[src/rtl/spi_pkg.sv]
// Shared types and constants for the SPI byte receiver.
package spi_pkg;
    typedef enum logic [1:0] {
        S_IDLE  = 2'd0,
        S_SHIFT = 2'd1,
        S_LOAD  = 2'd2
    } state_t;

    localparam int   SPI_BITS  = 8;
    localparam logic SCLK_IDLE = 1'b1;
    localparam logic CS_IDLE   = 1'b1;
endpackage

[src/rtl/spi_readbyte_if.sv]
// SPI pins plus the received-byte valid/ready handshake, grouped as one bundle.
interface spi_readbyte_if;
    import spi_pkg::*;

    logic                sclk;
    logic                mosi;
    logic                cs_n;
    logic [SPI_BITS-1:0] data;
    logic                rx_valid;
    logic                rx_ready;
    logic                rx_busy;
    logic                overrun;
    logic                frame_err;

    modport master (
        output sclk, mosi, cs_n, rx_ready,
        input  data, rx_valid, rx_busy, overrun, frame_err
    );

    modport slave (
        input  sclk, mosi, cs_n, rx_ready,
        output data, rx_valid, rx_busy, overrun, frame_err
    );
endinterface

[src/rtl/spi_sync.sv]
// N-stage flop synchronizer with a configurable reset level.
module spi_sync #(
    parameter int   STAGES  = 2,
    parameter logic RST_VAL = 1'b0
) (
    input  logic clk,
    input  logic rst_n,
    input  logic d,
    output logic q
);
    logic [STAGES-1:0] chain;

    always_ff @(posedge clk or negedge rst_n) begin
        if (!rst_n) chain <= {STAGES{RST_VAL}};
        else        chain <= {chain[STAGES-2:0], d};
    end

    assign q = chain[STAGES-1];
endmodule

[src/rtl/spi_readbyte.sv]
// Mode-3 SPI byte receiver, oversampled by clk, bytes delivered on valid/ready.
// Optional partial-byte timeout enabled by defining SPI_RX_TIMEOUT_EN.
module spi_readbyte
    import spi_pkg::*;
#(
    parameter int SYNC_STAGES    = 2,
    parameter int TIMEOUT_CYCLES = 64
) (
    input  logic           clk,
    input  logic           rst_n,
    spi_readbyte_if.slave  bus
);
    logic sclk_s, mosi_s, cs_n_s, sclk_prev, rise;

    spi_sync #(.STAGES(SYNC_STAGES), .RST_VAL(SCLK_IDLE)) u_sync_sclk (
        .clk(clk), .rst_n(rst_n), .d(bus.sclk), .q(sclk_s));
    spi_sync #(.STAGES(SYNC_STAGES), .RST_VAL(1'b0)) u_sync_mosi (
        .clk(clk), .rst_n(rst_n), .d(bus.mosi), .q(mosi_s));
    spi_sync #(.STAGES(SYNC_STAGES), .RST_VAL(CS_IDLE)) u_sync_cs (
        .clk(clk), .rst_n(rst_n), .d(bus.cs_n), .q(cs_n_s));

    state_t              state, state_n;
    logic [3:0]          cnt, cnt_n;
    logic [SPI_BITS-1:0] shift_reg, shift_n, data_q, data_n;
    logic                valid_q, valid_n, ovr_q, ovr_n, ferr_q, ferr_n;
    logic                busy;

    assign rise = sclk_s && !sclk_prev;
    assign busy = (state == S_SHIFT) && (cnt != 4'd0) && (cnt < 4'(SPI_BITS));

`ifdef SPI_RX_TIMEOUT_EN
    logic [15:0] idle_cnt, idle_n;

    always_ff @(posedge clk or negedge rst_n) begin
        if (!rst_n) idle_cnt <= '0;
        else        idle_cnt <= idle_n;
    end
`else
    logic [15:0] unused_timeout;
    assign unused_timeout = 16'(TIMEOUT_CYCLES);
`endif

    always_ff @(posedge clk or negedge rst_n) begin
        if (!rst_n) begin
            state     <= S_IDLE;
            cnt       <= '0;
            shift_reg <= '0;
            sclk_prev <= SCLK_IDLE;
            data_q    <= '0;
            valid_q   <= 1'b0;
            ovr_q     <= 1'b0;
            ferr_q    <= 1'b0;
        end else begin
            state     <= state_n;
            cnt       <= cnt_n;
            shift_reg <= shift_n;
            sclk_prev <= sclk_s;
            data_q    <= data_n;
            valid_q   <= valid_n;
            ovr_q     <= ovr_n;
            ferr_q    <= ferr_n;
        end
    end

    always_comb begin
        state_n = state;
        cnt_n   = cnt;
        shift_n = shift_reg;
        data_n  = data_q;
        valid_n = valid_q && !bus.rx_ready;
        ovr_n   = 1'b0;
        ferr_n  = 1'b0;
`ifdef SPI_RX_TIMEOUT_EN
        idle_n  = '0;
`endif
        case (state)
            S_IDLE: begin
                if (!cs_n_s) begin
                    state_n = S_SHIFT;
                    cnt_n   = '0;
                end
            end
            S_SHIFT: begin
                // A completed byte wins over a deselect seen in the same cycle.
                if (cnt == 4'(SPI_BITS)) begin
                    state_n = S_LOAD;
                end else if (cs_n_s) begin
                    state_n = S_IDLE;
                    ferr_n  = (cnt != 4'd0);
                    cnt_n   = '0;
                end else if (rise) begin
                    shift_n = {shift_reg[SPI_BITS-2:0], mosi_s};
                    cnt_n   = cnt + 4'd1;
`ifdef SPI_RX_TIMEOUT_EN
                end else if (busy) begin
                    if (idle_cnt == 16'(TIMEOUT_CYCLES - 1)) begin
                        ferr_n  = 1'b1;
                        cnt_n   = '0;
                        shift_n = '0;
                    end else begin
                        idle_n = idle_cnt + 16'd1;
                    end
`endif
                end
            end
            S_LOAD: begin
                if (!valid_q || bus.rx_ready) begin
                    data_n  = shift_reg;
                    valid_n = 1'b1;
                end else begin
                    valid_n = 1'b1;
                    ovr_n   = 1'b1;
                end
                state_n = cs_n_s ? S_IDLE : S_SHIFT;
                cnt_n   = '0;
                // An edge landing here is the first bit of the next byte.
                if (rise && !cs_n_s) begin
                    shift_n = {shift_reg[SPI_BITS-2:0], mosi_s};
                    cnt_n   = 4'd1;
                end
            end
            default: state_n = S_IDLE;
        endcase
    end

    assign bus.data      = data_q;
    assign bus.rx_valid  = valid_q;
    assign bus.rx_busy   = busy;
    assign bus.overrun   = ovr_q;
    assign bus.frame_err = ferr_q;
endmodule

[src/flat_wrapper.sv]
// flat-port wrapper written by rule: the top's interface ports become plain ports
module spi_readbyte_flat import spi_pkg::*;
#(
    parameter int SYNC_STAGES    = 2,
    parameter int TIMEOUT_CYCLES = 64
)
  (clk, rst_n, bus_sclk, bus_mosi, bus_cs_n, bus_rx_ready, bus_data, bus_rx_valid, bus_rx_busy, bus_overrun, bus_frame_err);
  spi_readbyte_if bus_i ();
  input  logic clk;
  input  logic rst_n;
  input wire logic [$bits(bus_i.sclk)-1:0] bus_sclk;
  input wire logic [$bits(bus_i.mosi)-1:0] bus_mosi;
  input wire logic [$bits(bus_i.cs_n)-1:0] bus_cs_n;
  input wire logic [$bits(bus_i.rx_ready)-1:0] bus_rx_ready;
  output wire logic [$bits(bus_i.data)-1:0] bus_data;
  output wire logic [$bits(bus_i.rx_valid)-1:0] bus_rx_valid;
  output wire logic [$bits(bus_i.rx_busy)-1:0] bus_rx_busy;
  output wire logic [$bits(bus_i.overrun)-1:0] bus_overrun;
  output wire logic [$bits(bus_i.frame_err)-1:0] bus_frame_err;
  assign bus_i.sclk = bus_sclk;
  assign bus_i.mosi = bus_mosi;
  assign bus_i.cs_n = bus_cs_n;
  assign bus_i.rx_ready = bus_rx_ready;
  assign bus_data = bus_i.data;
  assign bus_rx_valid = bus_i.rx_valid;
  assign bus_rx_busy = bus_i.rx_busy;
  assign bus_overrun = bus_i.overrun;
  assign bus_frame_err = bus_i.frame_err;
  spi_readbyte #(.SYNC_STAGES(SYNC_STAGES), .TIMEOUT_CYCLES(TIMEOUT_CYCLES)) u_core (.clk(clk), .rst_n(rst_n), .bus(bus_i));
endmodule
[config.mk]
export PLATFORM = sky130hd
export DESIGN_NAME = spi_readbyte_flat
export DESIGN_NICKNAME = d
export VERILOG_FILES = /design/src/rtl/spi_pkg.sv /design/src/rtl/spi_readbyte_if.sv /design/src/rtl/spi_sync.sv /design/src/rtl/spi_readbyte.sv /design/src/flat_wrapper.sv
export SDC_FILE = /design/constraint.sdc
export NUM_CORES = 1
export LEC_CHECK = 0
export CAP_MARGIN = 20
export CORE_ASPECT_RATIO = 1.2
export CORE_MARGIN = 10
export CORE_UTILIZATION = 48
export DETAILED_ROUTE_END_ITERATION = 12
export PLACE_DENSITY = 0.83
export SYNTH_ARGS = -nofsm -noshare
export SYNTH_HDL_FRONTEND = slang
export SYNTH_SLANG_ARGS = --single-unit
export TNS_END_PERCENT = 30
[constraint.sdc]
create_clock -name clk -period 1.65 [get_ports clk]
set_input_delay 0.2475 -clock clk [delete_from_list [all_inputs] [get_ports clk]]
set_output_delay 0.2475 -clock clk [all_outputs]
set_load 0.005 [all_outputs]
==> flow_metrics.py, run 1 <==
metrics = {
    "clock_network": {
        "cts_root_buffer": "clkbuf_4",
        "clk-insertion-delay-late_ps": 340,
        "cts_buffers": 5,
        "ctsHoldBuffers": 0,
        "cts_tree": "done",
        "cts_sinks": 32,
        "cts.clk_slew.worst_paths_ps": 100,
        "htreeDepth": 2,
        "clockBufferDepth": 2,
    },
    "pwr": {
        "sequentialPowerShare_pct": 44.7,
        "clkPwrFrac_pct": 20.5,
        "p_per_area_nw_per_um2": 1206,
        "swShare_pct": 29.83,
        "comb_power_share_pct": 34.8,
        "power.internal_mw": 1.630,
        "power_mw": 2.322,
        "switchingPower_mw": 0.6928,
        "leakage_nw": 0.9234,
        "peakVddDrop_uv": 1016,
    },
    "floorplan": {
        "rows": 21,
        "io_pins": 18,
        "die_w_microns": 70.29,
        "coreArea_sq_um": 2864,
        "die-height_microns": 80.34,
        "start_util_pct": 50.85,
        "die_area_sq_um": 5647,
    },
    "cells_and_area": {
        "drive_gt1_share_pct": 42.95,
        "area_growth_pct": 32.22,
        "diodes": 0,
        "regArea_sq_um": 808.3,
        "multi_input_area_sq_um": 665.6,
        "final_nets": 162,
        "fill_cells": 208,
    },
    "timing": {
        "rsz0062_at_grt": "yes",
        "fin_skew_ps": 11.93,
        "setup_violations": 9,
        "slew_headroom_pct": 74.07,
        "tightest_slew_ps": 389.0,
        "report.final.hold_viol_count": 0,
        "fmax_ghz": 0.5689,
        "maxSlewViolCount": 0,
        "fin_ws_ps": -107.8,
        "period_share_pct": 106.5,
        "period_minus_slack_ps": 1758,
        "fin_hold_ws_ps": 287.7,
    },
    "worst_setup_path": {
        "critPathArrivalTime_ps": 1980,
        "cp-start-kind": "flop",
        "cp.required_ps": 1870,
        "worstReg2RegStart": "u_core.state[1]$_DFFE_PN0P_",
        "endpoint_kind": "flop",
        "rr_worst_depth": 5,
        "rr_endpoint": "u_core.shift_reg[1]$_DFFE_PN0P_",
        "crit_fanout": 8,
        "rrSetupSlack_ps": -110,
        "max_stage_delay_ps": 430,
        "path_cells": "inv_2 -> ha_2 -> or2_1 -> a211o_4 -> mux2_4",
        "crit_slowest_cell": "dfrtp_1",
        "setup.worst_path.class": "reg2reg",
    },
    "global_route": {
        "grt_util_all_layers_pct": 10.91,
        "grt_pass1_wl_microns": 4961,
        "grt_max_degree": 33,
        "grt_pass1_vias": 1071,
        "grt.overflow.total": 0,
        "antenna_found_initial": 0,
    },
    "place": {
        "gp_congestion": 0.9425,
        "dp.final_hpwl_microns": 2035,
        "port_buffers": 17,
    },
    "yosys": {
        "ys_seq_area_share_pct": 55.41,
        "synth-main-ff-cell": "dfrtp_1",
        "netlist_area_sq_um": 1456,
        "synth_top_cell_area_share_pct": 46.39,
        "yosysTopAreaCell": "dfrtp_1",
        "ys_top_cells_by_count": "dfrtp_1 (27), mux2_2 (9), ha_1 (8), mux2_4 (8), inv_1 (7)",
        "synthArstFlopShare_pct": 100.0,
        "synthCells": 106,
        "synth_edf_count": 0,
        "yosys-top-cells-area": "dfrtp_1 (46%), dfstp_2 (9.0%), mux2_4 (8.2%)",
        "ys_seq_elements": 32,
        "yosysMostFrequentCell": "dfrtp_1",
        "synth_nets": 120,
        "syn-mean-instance-area_sq_um": 13.74,
        "ys_types": 30,
        "yosysWarnings": 0,
    },
    "worst_hold_path": {
        "hp-class": "in2async",
    },
    "routing": {
        "remaining_drc_errors": 0,
        "vias": 974,
        "drtPass1Iterations": 4,
        "drt-initial-drc-count": 21,
        "ant_nets": 0,
        "wl_microns": 2829,
        "wl_per_cell_microns": 15.46,
        "avgViaCountPerCell": 5.322,
    },
    "run_status": {
        "violations": "setup timing",
        "status": "finished, violations left",
    },
    "job": {
        "maxCapViolations": 0,
    },
}
-- stage by stage --
step	area, sq um	util [%]	instances	TNS, ps	setup WS (ps)
floorplan	1474	-	106	-199.6	-24.96
global placement	1815	63.39	173	-1041	-177.9
detailed placement	1815	63.39	173	-1383	-162.6
CTS	1897	66.23	182	-920.3	-112.2
global route	1926	67.23	183	-1208	-153.2
finish	1926	67.23	183	-808.7	-107.8
-- repair_timing --
| item | CTS | global route |
|---|---|---|
| pin swaps | 2 | 2 |
| setup endpoints to repair | 13 | 20 |
| setup buffers | 1 | 1 |
| gates resized for setup | 8 | 4 |
-- worst max-delay path by stage --
| stage | start | endpoint |
|---|---|---|
| final | u_core.state[1]$_DFFE_PN0P_ | u_core.shift_reg[1]$_DFFE_PN0P_ |
| after global routing | u_core.state[1]$_DFFE_PN0P_ | u_core.shift_reg[6]$_DFFE_PN0P_ |
| after CTS | u_core.state[0]$_DFFE_PN0P_ | u_core.shift_reg[6]$_DFFE_PN0P_ |
| after detailed placement | u_core.state[0]$_DFFE_PN0P_ | u_core.shift_reg[6]$_DFFE_PN0P_ |
| after global placement | u_core.cnt[0]$_DFFE_PN0P_ | bus_rx_busy |
| after floorplan | u_core.state[0]$_DFFE_PN0P_ | u_core.shift_reg[0]$_DFFE_PN0P_ |
-- logic make-up (layout without fill, tap and decap cells) --
group	count (synthesis)	in the layout	share of synthesized area [%]
simple gates	26	26	11.43
flops	32	32	55.41
buf+inv	8	51	2.578
mux	21	21	17.96
fa+ha+maj	8	8	6.873
compound gates	11	11	5.757
-- layout by cell type, fill, tap and decap left out, types with 2 or more instances in the layout --
cell and instances:
nor2_1 3, o21ai_0 2, mux2_4 8, mux2_2 9
o21bai_1 2, ha_2 3, dfrtp_1 26, buf_4 18
inv_2 2, mux2i_1 4, clkdlybuf4s50_1 16, clkbuf_4 5
nand2_1 4, dfstp_2 5, ha_1 3, nand2b_1 2
nor2b_1 5, inv_1 5, ha_4 2
-- critical path: cells and delay by family (launching register included) --
| kind | cells | cell delay (ps) |
|---|---|---|
| muxes | 1 | 320 |
| and+or+nand+nor | 1 | 230 |
| buffers and inverters | 1 | 70 |
| AOI/OAI and AO/OA | 1 | 410 |
| DFF | 1 | 430 |
| adders and majority gates | 1 | 180 |
-- layout make-up --
class | instances | area share (%)
Sequential cell | 32 | 41.98
Clock buffer | 7 | 2.859
Timing Repair Buffer | 36 | 16.63
Inverter | 7 | 1.365
Tap cell | 34 | 2.209
Clock inverter | 1 | 0.3899
Multi-Input combinational cell | 66 | 34.57
-- power by group through the flow --
stage | Combinational, mW | Sequential [mW] | Clock, mW
floorplan | 0.508 | 1.02 | 0
global placement | 0.714 | 1.04 | 0
detailed placement | 0.741 | 1.05 | 0
CTS | 0.762 | 1.03 | 0.497
global route | 0.888 | 1.05 | 0.529
finish | 0.808 | 1.04 | 0.476
-- layer usage --
layer  GRT usage, %  wire, microns
met1          11.70           1156
met3          4.182            121
met2          18.26           1478
met4          5.731             74
met5              0              0
(Power assumes the default switching activity.)
==> run 2, diff against run 1 <==
Settings changed: CORE_MARGIN 10 to 3.
==> run 2 against run 1 <==
The flow still finishes with violations (setup timing); clock power rose by 37%; die area shrank 34%; setup slack gained 56 ps; critical path type unchanged; critical endpoint is now u_core.shift_reg[5]$_DFFE_PN0P_.
==> flow_metrics.py, run 2 (same netlist as run 1, synthesis figures left out) <==
metrics = {
    "floorplan": {
        "io_pins": 18,
        "rows": 21,
        "die-height_microns": 66.34,
        "die_w_microns": 56.29,
        "die_area_sq_um": 3734,
        "coreArea_sq_um": 2838,
        "start_util_pct": 51.32,
    },
    "timing": {
        "period_minus_slack_ps": 1702,
        "setup_violations": 9,
        "slew_headroom_pct": 74.82,
        "maxSlewViolCount": 0,
        "fin_ws_ps": -52.13,
        "rsz0062_at_grt": "yes",
        "fin_skew_ps": 6.509,
        "report.final.hold_viol_count": 0,
        "tightest_slew_ps": 377.8,
        "fin_hold_ws_ps": 299.0,
        "period_share_pct": 103.2,
        "timing.setup.tns_ps": -353.8,
        "fmax_ghz": 0.5875,
    },
    "global_route": {
        "grt.overflow.total": 0,
        "grt_util_all_layers_pct": 15.27,
        "grt_max_degree": 33,
        "antenna_found_initial": 0,
        "grt_pass1_vias": 993,
        "grt_pass1_wl_microns": 4264,
    },
    "pwr": {
        "p_per_area_nw_per_um2": 1277,
        "leakage_nw": 0.9299,
        "peakVddDrop_uv": 737.9,
    },
    "routing": {
        "wl_microns": 2571,
        "routed.top_layer": "met4",
        "vias": 938,
        "wl_met1_microns": 1125,
        "avgViaCountPerCell": 5.211,
        "route.met3.wl_microns": 104,
        "remaining_drc_errors": 0,
        "drt-initial-drc-count": 19,
        "drtPass1Iterations": 4,
        "wl_per_cell_microns": 14.28,
        "ant_nets": 0,
        "dr_wl_met2_microns": 1320,
    },
    "place": {
        "dp_slack_ps": -181.5,
        "gp_congestion": 0.7722,
        "dp.final_hpwl_microns": 1881,
        "port_buffers": 17,
        "placed_cells": 170,
        "dpl_cell_area_sq_um": 1793,
    },
    "run_status": {
        "violations": "setup timing",
        "status": "finished, violations left",
    },
    "cells_and_area": {
        "final_cell_mix": "dfrtp_1 (25), clkdlybuf4s50_1 (16), buf_4 (15), mux2_2 (9), mux2_4 (8)",
        "final_nets": 159,
        "finalInstanceArea_sq_um": 1947,
        "area_growth_pct": 33.68,
        "drive_gt1_share_pct": 44.52,
        "final_common_cell": "dfrtp_1",
        "diodes": 0,
        "stdcell_count": 180,
    },
    "job": {
        "maxCapViolations": 0,
    },
    "worst_setup_path": {
        "crit_fanout": 8,
        "cp.required_ps": 1860,
        "setup.worst_path.class": "reg2reg",
        "cp-start-kind": "flop",
        "critPathArrivalTime_ps": 1910,
        "endpoint_kind": "flop",
    },
    "clock_network": {
        "htreeDepth": 2,
        "cts_sinks": 32,
        "cts.clk_slew.worst_paths_ps": 100,
        "cts_buffers": 5,
        "ctsHoldBuffers": 0,
        "clk-insertion-delay-late_ps": 320,
        "clockBufferDepth": 2,
        "cts_tree": "done",
        "cts_root_buffer": "clkbuf_4",
    },
    "worst_hold_path": {
        "hp-class": "in2async",
    },
}
-- run 2: cell types whose count changed in the layout (fill, tap and decap cells not counted), sizes merged --
cell / change
bufinv: +1
clkinvlp: -1
buf: -3
-- run 2: worst max-delay path: stages (launching register included) --
cell and delay [ps]:
dfrtp_2 430, inv_2 60, ha_2 170, or2_1 220, a211o_4 400, mux2_4 320
-- run 2: cell type report --
class                           instances  area [sq um]
Clock buffer                            7         65.06
Clock inverter                          1         30.03
Fill cell                             209         890.9
Inverter                                7         26.28
Multi-Input combinational cell         66         675.6
Sequential cell                        32         809.5
Tap cell                               34         42.54
Timing Repair Buffer                   33         297.8
-- run 2: repair_timing --
action | CTS | global route
buffers inserted | 1 | 1
pin swaps | 3 | 2
cloned | 0 | 0
setup endpoints to repair | 11 | 21
resized for setup | 12 | 5
-- run 2: through the flow --
step / power (mW) / util, %
floorplan: 1.533 / -
global placement: 1.741 / 63.18
detailed placement: 1.774 / 63.18
CTS: 2.467 / 67.59
global route: 2.625 / 68.61
finish: 2.486 / 68.61
-- run 2: layer usage --
metal  global-route usage, %  vias to the layer above
met5                       0                        -
met4                   6.825                        0
met3                   5.273                        4
met2                   26.90                       18
met1                   16.48                      464
li1                        -                      452
-- run 2: final timing paths --
path	cells after the start	slack (ps)	from	endpoint
setup / recovery	5	-50	u_core.state[1]$_DFFE_PN0P_	u_core.shift_reg[5]$_DFFE_PN0P_
setup reg to reg	5	-50	u_core.state[1]$_DFFE_PN0P_	u_core.shift_reg[5]$_DFFE_PN0P_
hold reg to reg	0	360	u_core.u_sync_cs.chain[0]$_DFF_PN1_	u_core.u_sync_cs.chain[1]$_DFF_PN1_
min in group clk	1	340	bus_cs_n	u_core.u_sync_cs.chain[0]$_DFF_PN1_
max in group asynchronous	2	1030	rst_n	u_core.u_sync_sclk.chain[1]$_DFF_PN1_
hold / removal	2	300	rst_n	u_core.cnt[2]$_DFFE_PN0P_
-- run 2: report_power, final --
part / switching, mW / internal, mW
combinational: 0.302 / 0.489
clock: 0.252 / 0.402
sequential: 0.113 / 0.928
total: 0.667 / 1.82
==> run 3, diff against run 2 <==
Settings changed: HOLD_SLACK_MARGIN from default to 0.02.
==> results of run 3 <==
Final layout, timing and power as in run 2 (identical DEF).
